--- src/rtl/date_ctrl_pkg.sv ---
// rtl/date_ctrl_pkg.sv - shared state encoding, blink bit indices and helpers for date_set_ctrl
package date_ctrl_pkg;

   localparam logic [1:0] ST_RUN   = 2'd0;
   localparam logic [1:0] ST_DAY   = 2'd1;
   localparam logic [1:0] ST_MONTH = 2'd2;
   localparam logic [1:0] ST_YEAR  = 2'd3;

   localparam int BL_DAY   = 0;
   localparam int BL_MONTH = 1;
   localparam int BL_YEAR  = 2;

   function automatic logic [1:0] next_state(input logic [1:0] st);
      logic [1:0] nxt;
      case (st)
         ST_RUN:   nxt = ST_DAY;
         ST_DAY:   nxt = ST_MONTH;
         ST_MONTH: nxt = ST_YEAR;
         default:  nxt = ST_RUN;
      endcase
      return nxt;
   endfunction

   // Display field owned by a set state; RUN owns no field.
   function automatic logic [2:0] field_mask(input logic [1:0] st);
      logic [2:0] m;
      m = 3'b000;
      case (st)
         ST_DAY:   m[BL_DAY]   = 1'b1;
         ST_MONTH: m[BL_MONTH] = 1'b1;
         ST_YEAR:  m[BL_YEAR]  = 1'b1;
         default:  m = 3'b000;
      endcase
      return m;
   endfunction

endpackage

--- src/rtl/btn_edge_repeat.sv ---
// rtl/btn_edge_repeat.sv - button rising-edge pulse with hold-to-auto-repeat
module btn_edge_repeat #(
   parameter int HOLD_CYC   = 25_000_000,
   parameter int REPEAT_CYC = 5_000_000
) (
   input  logic clk,
   input  logic rst,
   input  logic btn,
   input  logic clr,
   output logic pulse
);

   localparam int CW = $clog2(HOLD_CYC + 1);
   localparam logic [CW-1:0] FIRE   = CW'(HOLD_CYC - 1);
   localparam logic [CW-1:0] RELOAD = CW'(HOLD_CYC - REPEAT_CYC);
   localparam logic [CW-1:0] CMAX   = {CW{1'b1}};

   logic          btn_q;
   logic          armed;
   logic          rise;
   logic [CW-1:0] cnt;

   assign rise = btn & ~btn_q;

   // Repeats only follow an accepted press, so a button already held when
   // clr drops (or after reset) stays silent until it is pressed again.
   // Reloading to HOLD-REPEAT makes every later repeat reuse the FIRE compare.
   always_ff @(posedge clk or negedge rst) begin
      if (!rst) begin
         btn_q <= 1'b0;
         armed <= 1'b0;
         cnt   <= '0;
         pulse <= 1'b0;
      end else begin
         btn_q <= btn;
         pulse <= 1'b0;
         if (clr || !btn) begin
            armed <= 1'b0;
            cnt   <= '0;
         end else if (rise) begin
            armed <= 1'b1;
            cnt   <= '0;
            pulse <= 1'b1;
         end else if (armed) begin
            if (cnt == FIRE) begin
               pulse <= 1'b1;
               cnt   <= RELOAD;
            end else if (cnt != CMAX) begin
               cnt <= cnt + 1'b1;
            end
         end
      end
   end

endmodule

--- src/rtl/date_set_ctrl.sv ---
// rtl/date_set_ctrl.sv - day/month/year enable arbiter between carry chain and two-button set mode
// Optional field blinking is built when DATE_SET_BLINK_EN is defined.
module date_set_ctrl
   import date_ctrl_pkg::*;
#(
   parameter int HOLD_CYC    = 25_000_000,
   parameter int REPEAT_CYC  = 5_000_000,
   parameter int TIMEOUT_CYC = 500_000_000,
   parameter int BLINK_CYC   = 12_500_000
) (
   input  logic       clk,
   input  logic       rst,
   input  logic       hh_to_dd_en,
   input  logic       dd_to_mm_en,
   input  logic       mm_to_yy_en,
   input  logic       btn_mode,
   input  logic       btn_up,
   output logic       day_en,
   output logic       month_en,
   output logic       year_en,
   output logic       run,
   output logic [1:0] sel,
   output logic [2:0] blink
);

   localparam int TW = $clog2(TIMEOUT_CYC + 1);
   localparam logic [TW-1:0] TO_LAST = TW'(TIMEOUT_CYC - 1);
   localparam logic [TW-1:0] TO_SAT  = TW'(TIMEOUT_CYC);

   logic [1:0]    state;
   logic          mode_q;
   logic          mode_rise;
   logic          in_run;
   logic          timeout;
   logic          up_pulse;
   logic [TW-1:0] to_cnt;

   assign mode_rise = btn_mode & ~mode_q;
   assign in_run    = (state == ST_RUN);
   assign timeout   = ~in_run & ~mode_rise & ~btn_up & (to_cnt == TO_LAST);

   always_ff @(posedge clk or negedge rst) begin
      if (!rst) begin
         state  <= ST_RUN;
         mode_q <= 1'b0;
         to_cnt <= '0;
      end else begin
         mode_q <= btn_mode;
         if (mode_rise) begin
            state <= next_state(state);
         end else if (timeout) begin
            state <= ST_RUN;
         end
         if (in_run || mode_rise || btn_up) begin
            to_cnt <= '0;
         end else if (to_cnt != TO_SAT) begin
            to_cnt <= to_cnt + 1'b1;
         end
      end
   end

   // A mode press in the same cycle as btn_up swallows the increment.
   btn_edge_repeat #(
      .HOLD_CYC   (HOLD_CYC),
      .REPEAT_CYC (REPEAT_CYC)
   ) u_up (
      .clk   (clk),
      .rst   (rst),
      .btn   (btn_up),
      .clr   (in_run | mode_rise),
      .pulse (up_pulse)
   );

   always_comb begin
      day_en   = 1'b0;
      month_en = 1'b0;
      year_en  = 1'b0;
      if (in_run) begin
         day_en   = hh_to_dd_en;
         month_en = dd_to_mm_en;
         year_en  = mm_to_yy_en;
      end else begin
         day_en   = (state == ST_DAY)   & up_pulse;
         month_en = (state == ST_MONTH) & up_pulse;
         year_en  = (state == ST_YEAR)  & up_pulse;
      end
   end

   assign run = in_run;
   assign sel = state;

`ifdef DATE_SET_BLINK_EN
   localparam int BW = $clog2(BLINK_CYC + 1);
   localparam logic [BW-1:0] BL_LAST = BW'(BLINK_CYC - 1);

   logic [BW-1:0] bl_cnt;
   logic          bl_tog;

   always_ff @(posedge clk or negedge rst) begin
      if (!rst) begin
         bl_cnt <= '0;
         bl_tog <= 1'b0;
      end else if (bl_cnt == BL_LAST) begin
         bl_cnt <= '0;
         bl_tog <= ~bl_tog;
      end else begin
         bl_cnt <= bl_cnt + 1'b1;
      end
   end

   // Keep the field visible while the user is stepping it.
   assign blink = (bl_tog && !btn_up) ? field_mask(state) : 3'b000;
`else
   assign blink = 3'b000;
`endif

endmodule

--- config.mk ---
export PLATFORM = sky130hd
export DESIGN_NAME = date_set_ctrl
export DESIGN_NICKNAME = d
export VERILOG_FILES = /design/src/rtl/date_ctrl_pkg.sv /design/src/rtl/btn_edge_repeat.sv /design/src/rtl/date_set_ctrl.sv
export SDC_FILE = /design/constraint.sdc
export NUM_CORES = 1
export LEC_CHECK = 0
export ABC_AREA = 1
export CAP_MARGIN = 20
export CORE_ASPECT_RATIO = 1.5
export CORE_UTILIZATION = 40
export CTS_CLUSTER_SIZE = 30
export DETAILED_ROUTE_END_ITERATION = 12
export PLACE_DENSITY = 0.65
export RECOVER_POWER = 50
export SETUP_SLACK_MARGIN = 0.4
export SYNTH_ARGS = -nofsm -noshare
export SYNTH_HDL_FRONTEND = slang
export SYNTH_HIERARCHICAL = 1
export SYNTH_SLANG_ARGS = --single-unit
--- constraint.sdc ---
create_clock -name clk -period 2.6 [get_ports clk]
set_clock_uncertainty 0.05 [all_clocks]
set_input_delay 0.26 -clock clk [delete_from_list [all_inputs] [get_ports clk]]
set_output_delay 0.26 -clock clk [all_outputs]
set_load 0.005 [all_outputs]
* Yosys cells after proc, flatten, opt, wreduce, memory -nomap -nowiden
Index checks and enable logic that the tools add are counted.
** Storage, ports and cells
- Register bits after elaboration :: 60
- Bits in latches :: 0
- Memory bits (writable) :: 0
- Bits in read-only memories :: 0
- Bits of input ports :: 7
- Output and inout bits :: 9
- Word-level logic and storage cells :: 60
- Memories kept :: 0
** Operators by class
- Add/subtract/negate cells :: 2
- Multiply operators :: 0
- Divide/modulo/power cells :: 0
- $lt $le $gt $ge :: 0
- Eq/ne operators :: 7
- Shift-type cells :: 0
- Multiplexer cells :: 19
- Bitwise logic cells :: 14
- Reduce and logical (&&, ||, !) cells :: 11
** Operators with widths (number)
- $mux W25 :: 5
- $mux W29 :: 2
- $add A29 B1 Y29 const B :: 1
- $eq A29 B29 Y1 const B :: 1
- $ne A29 B29 Y1 const B :: 1
- $add A25 B1 Y25 const B :: 1
- $eq A25 B25 Y1 const B :: 1
- $ne A25 B25 Y1 const B :: 1
- $mux W1 :: 9
- $and A1 B1 Y1 :: 8
- $pmux W2 S3 :: 1
- $reduce_bool A2 Y1 :: 3
- $not A1 Y1 :: 5
- $eq A2 B2 Y1 const B :: 2
- $mux W2 :: 2
- $reduce_bool A4 Y1 :: 1
- $logic_or A1 B1 Y1 :: 3
- $reduce_bool A3 Y1 :: 1
- $eq A2 B1 Y1 const B :: 1
- $logic_not A2 Y1 :: 1
- $reduce_and A2 Y1 :: 1
- $logic_not A1 Y1 :: 1
- $or A1 B1 Y1 :: 1

* Longest topological paths before layout
- Depth after elaboration :: 8
- Mapped depth :: 11

* Modules after synthesis
Netlist, hierarchy kept.
** Modules (own cells, without submodules)
- date_set_ctrl :: times used 1, cells an instance 353, area each 2218.4 um2, seq. area each 800.8 um2
- btn_edge_repeat :: times used 1, cells an instance 286, area each 1916.8 um2, seq. area each 700.7 um2

* Worst setup path after synthesis
Ideal clock, no wire load.
- Path kind :: register to register
- From :: reg state[0] (netlist: sel[0])
- To :: reg u_up.cnt[1]
- Library setup time :: 66 ps
- Arrival time :: 1747 ps
- Data required time :: 2484 ps
- Slack :: 737 ps
- Stages on the path, launching flop included :: 11
- Buffers on the path :: 1
- Period minus slack after synthesis :: 1863 ps
- Cell sequence :: dfrtp_1 -> inv_1 -> ha_1 -> inv_1 -> nand2_1 -> nor2_1 -> nand2_1 -> inv_2 -> clkbuf_1 -> nand3_1 -> nand2_1
** Between the ends
- Word-level cells in the longest chain between the ends :: 5
- Elaborated cells on any way between the ends :: 7
- Those cells by class :: mux: 1; bitwise: 1; reduce/logical: 5
** Ends and longest elaborated chain
- from (decl) :: line date_set_ctrl.sv:30 : logic [1:0] state;
- from (signal assigned) :: line date_set_ctrl.sv:50 : state <= next_state(state);
- $logic_not A2 Y1 (*) :: line date_set_ctrl.sv:39 : assign in_run = (state == ST_RUN);
- net run :: line date_set_ctrl.sv:21 : output logic run,
- $or A1 B1 Y1 (*) :: line date_set_ctrl.sv:70 : .clr (in_run | mode_rise),
- $logic_or A1 B1 Y1 (*) :: line btn_edge_repeat.sv:37 : if (clr || !btn) begin
- $reduce_bool A4 Y1 (no source line) or $reduce_bool A3 Y1 (tied branches)
- $reduce_and A2 Y1 (no source line)
- to (signal assigned) :: line btn_edge_repeat.sv:49 : cnt <= cnt + 1'b1;
- to (decl) :: line btn_edge_repeat.sv:21 : logic [CW-1:0] cnt;
Mark *: on every way through the listed nets, which the timed path passes. The rest lies on a longest branch.
A chain may end at the register's enable or synchronous reset.

* Final worst setup path
- From :: reg state[0] (netlist: sel[0])
- To :: out year_en
** Between the ends
- Word-level cells in the longest chain between the ends :: 3
- Elaborated cells on any way between the ends :: 4
- Those cells by class :: eq/ne: 1; mux: 1; bitwise: 1; reduce/logical: 1
** Ends and longest elaborated chain
- $eq A2 B2 Y1 :: line date_set_ctrl.sv:85 : year_en = (state == ST_YEAR) & up_pulse;
- $and A1 B1 Y1 :: line date_set_ctrl.sv:85
- $mux W1 (*) :: line date_set_ctrl.sv:78 : if (in_run) begin
- to (decl) :: line date_set_ctrl.sv:20 : output logic year_en,
Every way passes the cells marked *; elsewhere a longest branch is shown, timed or not.

==> impl_metrics.ini <==
[yosys]
ys_types = 29
yosysMostFrequentCell = nand2_1
synth_top_area_share_pct = 36.3
postSynth.asyncResetShare_pct = 100
synth_common_cells = nand2_1, nor2_1, nand3_1
yosysWarnings = 6
yosysTopAreaCell = dfrtp_1
ys.flop_type = dfrtp_1
syn_area_per_cell_um2 = 6.47
synth_edf_count = 0
synthCells = 639
ys_ff_latch = 60
ys_seq_area_share_pct = 36.3
netlist_area_um2 = 4140
synth_area_leaders = dfrtp_1, nand2_1, nor2_1

[sta]
finalSetupTns_ns = 0
final_hold_viol_count = 0
slew_headroom_pct = -2.22
rsz0062_at_grt = false
timing.fmax_mhz = 461
worst_pin_slew_ns = 1.53
final.min_clock_period_ns = 2.17
setup_viol = 0
fin_crit_sh_pct = 83.4
final_max_slew_viol_count = 61

[pwr]
p_leak_nw = 2.04
power_density_nw_per_um2 = 565
ir_drop_mv = 0.338

[grt]
grtUsageTotal_pct = 21.0
grt_max_degree = 61
gr-total-overflow = 0
grt_antenna_before_repair = 0
grt_pass1_wl_um = 17800
grt_pass1_vias = 3950

[status]
outcome = finished with violations
violations = max-capacitance violations, max-slew violations

[worst_hold_path]
min_path_type = in -> async

[final_layout]
area.growth.synth_to_final_pct = 13.2
multiInputGateArea_um2 = 2320
fillCellCount = 1003
drive_gt1_share_pct = 7.38
num_antenna_cells = 0
layout.nets = 674
regArea_um2 = 1500
utilization_pct = 46.4

[routing]
via_per_inst = 5.05
wl_um = 10300
via_count = 3942
wire_per_inst_um = 13.2
first_iter_violations = 244
ant_nets = 0
remaining_drc_errors = 0
dr.pass1.iters = 5

[setup_path]
crit_arrival_ns = 1.86
crit_type = reg -> out
path_max_fanout = 6
cp-start-kind = flip-flop
r2r_setup_slack_ns = 0.60
worstReg2RegEnd = to_cnt[12]
crit-reg2reg-launch = sel[0]
cp.required_ns = 2.29
endpoint_kind = primary output
ff2ff_path_depth = 7

[floorplan]
rows = 45
die_h_um = 127
die_x_um = 85.0
die_area_um2 = 10800
core_um2 = 10100
start_util_pct = 41.0
io-pin-count = 16

[cts]
ctsHtreeMaxLevel = 3
cts_hold_repair.buffers = 0
max-clock-path-buffers = 2
clk_pin_slew_ns = 0.05
clkSinkCount = 60
cts-root-buf = clkbuf_16
clock_latency_ns = 0.33
tritoncts = built
cts_buffers = 9

[flow_run]
maxCapViolCount = 1

[placed_design]
gp_congestion = 0.893
dp_hpwl_um = 7790
buffer_ports.inserted = 12
-- stage by stage --
step	cell area (um^2)	worst slack (ns)	instances	total power, mW	hold WS (ns)
after floorplan	4140	0.737	641	1.28	-0.0856
after global placement	4360	0.510	763	1.44	0.416
after global routing	4680	0.316	781	2.77	0.456
final	4680	0.433	781	2.65	0.342
after CTS	4650	0.453	778	2.65	0.0825
after detailed placement	4360	0.408	763	1.46	0.421
-- power breakdown --
group	switching, mW	leakage [nW]	internal, mW
combinational	0.279	1.07	0.189
sequential	0.0441	0.828	0.967
clock	0.405	0.140	0.761
total	0.729	2.04	1.92
-- worst max-delay path, stage by stage, from the launching register on --
cell and delay, ns:
dfrtp_1 0.39, inv_1 0.08, ha_1 0.30, inv_4 0.12, nand3_1 0.07, nand2_1 0.06, clkdlybuf4s50_1 0.50
-- metal layers --
layer / vias up / track usage [%] / wire length (um)
met5: - / 0 / 0
met4: 0 / 13.4 / 526
met3: 34 / 3.77 / 275
met2: 77 / 38.4 / 5460
met1: 1807 / 21.8 / 4030
li1: 2024 / - / -
-- state kept, by name, indices dropped and copies added, names as in the netlist --
signal,count
mode_q,1
u_up/pulse,1
to_cnt,29
u_up/btn_q,1
sel,2
u_up/armed,1
u_up/cnt,25
-- cells in the final DEF (no fill, tap or decap), types with 2 or more instances in the layout --
cell type        Yosys  routed
xor2_1              12      12
nand2_1            210     209
nand2_4              2       2
a21oi_1             10      10
clkbuf_16            0       9
xnor2_1              7       7
nor2_1             124     123
clkbuf_1             3       3
dlygate4sd3_1        0       2
nand3_1             68      68
o21ai_0             15      15
nand2_2              7       8
nor3_1               8       8
clkdlybuf4s50_1      0       9
conb_1               1       3
dfrtp_1             60      60
inv_1               66      65
nor2_4               2       2
nor2_2               9      10
ha_1                 7       7
buf_4                6       6
nand4_1             11      11
-- kinds of logic (layout without fill, tap and decap cells) --
group	count (synthesis)	in the layout	share of synthesized area (%)
other	1	3	0.0907
buffers and inverters	79	102	7.93
AO/OA/AOI/OAI	26	26	3.21
adder cells (fa/ha/maj)	7	7	2.12
AND/OR/NAND/NOR	447	447	46.3
flip-flops	60	60	36.3
XOR/XNOR	19	19	4.02
-- repair_timing --
item | 4_1_cts | 5_1_grt
buffers inserted | 0 | 3
resized for setup | 2 | 6
setup endpoints to repair | 5 | 30
cloned | 0 | 0
-- how the worst max path moves through the flow --
stage,start,endpoint,slack (ns),cells after the start
after floorplan,sel[0],u_up/cnt[1],0.74,10
after global placement,sel[0],u_up/cnt[17],0.51,11
after detailed placement,sel[0],u_up/cnt[22],0.41,11
after CTS,sel[0],year_en,0.45,6
after global routing,sel[1],month_en,0.32,6
final,sel[0],year_en,0.43,6
-- layout make-up --
class | count | share of cell area (%)
Clock buffer | 13 | 5.35
Tap cell | 117 | 3.13
Clock inverter | 2 | 0.749
Multi-Input combinational cell | 502 | 49.5
Inverter | 68 | 5.61
Timing Repair Buffer | 19 | 3.53
Sequential cell | 60 | 32.1
No activity file was read; power rests on OpenSTA's default activity.
==> RTL edit (same flow settings) <==
`REPEAT_CYC` is set to 5_000_000 in 2 places; all go to 3_750_000.
--- a/src/rtl/btn_edge_repeat.sv
+++ b/src/rtl/btn_edge_repeat.sv
@@ -2,5 +2,5 @@
 module btn_edge_repeat #(
    parameter int HOLD_CYC   = 25_000_000,
-   parameter int REPEAT_CYC = 5_000_000
+   parameter int REPEAT_CYC = 3_750_000
 ) (
    input  logic clk,
--- a/src/rtl/date_set_ctrl.sv
+++ b/src/rtl/date_set_ctrl.sv
@@ -5,5 +5,5 @@
 #(
    parameter int HOLD_CYC    = 25_000_000,
-   parameter int REPEAT_CYC  = 5_000_000,
+   parameter int REPEAT_CYC  = 3_750_000,
    parameter int TIMEOUT_CYC = 500_000_000,
    parameter int BLINK_CYC   = 12_500_000
Behaviour: same outputs for any inputs over 10 cycles, from zero or initial values and one cycle with rst low; that may be too few to reach the edited logic, so the function may still have changed.
==> RTL edit against the original RTL <==
- power increased by 2.1%
- via count increased by 2.9%
- utilization increased by 0.26 points
- final area increased by 1.1%
- die area increased by 0.77%
- sequential cell count unchanged
- non-clock buffer count unchanged
- area after synthesis increased by 0.79%
- worst setup slack got worse by 0.0093 ns
- synthesized cell count increased by 0.16%
- maximum frequency decreased by 0.43%
- combinational power increased by 6.2%
- wire length increased by 7.3%
- critical endpoint unchanged
- largest power group unchanged
==> RTL edit: results (changes against the original RTL) <==
* Via/cell ratio at 5.21 (was 5.05)
* Placed insts at 761 (was 763)
* Avg WL per Cell at 14.2 um (was 13.2 um)
* Largest net degree at the start of global routing at 40 (was 61)
* Pre-CTS WS at 0.341 ns (was 0.408 ns)
* Yosys cell types at 26 (was 29)
* Vias in the first global route at 4,019 (was 3,950)
* Proportion of layout cells with a drive suffix above 1 at 0.0816 (was 0.0738)
* GP Congestion at 0.938 (was 0.893)
* Non-Filler Instances at 779 (was 781)
* First-pass GRT wire length at 18,700 um (was 17,800 um)
* P_sw at 0.756 mW (was 0.729 mW)
* Comb power frac at 0.184 (was 0.177)
* Sw frac at 0.280 (was 0.275)
* Leak Pwr at 2.05 nW (was 2.04 nW)
* Status: complete, no violations (was finished with violations)
* Post-synth top cells: nand2_1 (208), nor2_1 (129), nand3_1 (68) (was nand2_1 (210), nor2_1 (124), nand3_1 (68))
* Area contributors post-synth: dfrtp_1 (36%), nand2_1 (19%), nor2_1 (12%) (was dfrtp_1 (36%), nand2_1 (19%), nor2_1 (11%))
* Synth Area in Compound Gates at 0.0330 (was 0.0321)
* Adder-cell share of the synthesized area at 0.0210 (was 0.0212)
* DRT iter0 DRCs at 185 (was 244)
* Placed cell areas at 0.00438 mm^2 (was 0.00436 mm^2)
* Xor-xnor portion of the synthesized cell area at 0.0357 (was 0.0402)
* Worst slew pin tran at 1.32 ns (was 1.53 ns)
* Seq/Total Area, Yosys at 0.360 (was 0.363)
* Hold Path Class: register to register (was primary input to async pin)
* Mean area per synthesized cell at 6.51 um^2 (was 6.47 um^2)
==> RTL edit: cell types whose count changed after synthesis, sizes merged, moves of 2 or more <==
| cell | delta |
|---|---|
| nand3 | +5 |
| nor2 | +5 |
| nor3 | -5 |
| a21oi | +4 |
| inv | -3 |
| o21ai | -3 |
| buf | +2 |
| xnor2 | -2 |
==> RTL edit: worst paths after layout <==
check	slack (ns)	cells past startpoint	startpoint	end
worst max-delay path	0.42	6	sel[1]	year_en
worst min-delay path	0.43	1	u_up/btn_q	u_up/armed
worst max register to register	0.52	10	sel[1]	u_up/cnt[24]
worst min register to register	0.43	1	u_up/btn_q	u_up/armed
max in group asynchronous	0.95	3	rst	u_up/cnt[10]
min in group asynchronous	0.70	2	rst	to_cnt[5]
==> RTL edit: area by class of cell <==
class,count,area [um^2]
inverters,65,246
repair buffers,19,185
fillers,1014,5400
clock inverters,2,35.0
flip-flops and latches,60,1500
multi-input cells,504,2360
well taps,117,146
clock buffers,12,256
==> RTL edit: routing by layer <==
| layer | vias to the layer above | part of all wire | routed length [um] | global-route usage |
|---|---|---|---|---|
| li1 | 2031 | - | - | - |
| met2 | 78 | 0.52 | 5750 | 0.405 |
| met5 | - | 0 | 0 | 0 |
| met4 | 0 | 0.056 | 618 | 0.146 |
| met1 | 1901 | 0.40 | 4380 | 0.231 |
| met3 | 45 | 0.027 | 297 | 0.0401 |
==> RTL edit: logic make-up after synthesis <==
family | count (synthesis)
simple gates | 450
buf+inv | 78
flops | 60
compound gates | 27
xor+xnor | 17
fa+ha+maj | 7
other cells | 1
==> RTL edit: what timing repair did <==
item                       CTS  global route
hold buffers                 1             0
pin swaps                    0             0
buffers inserted             1             2
resized for setup            2             6
setup endpoints to repair   28            32
hold endpoints to repair    21             0
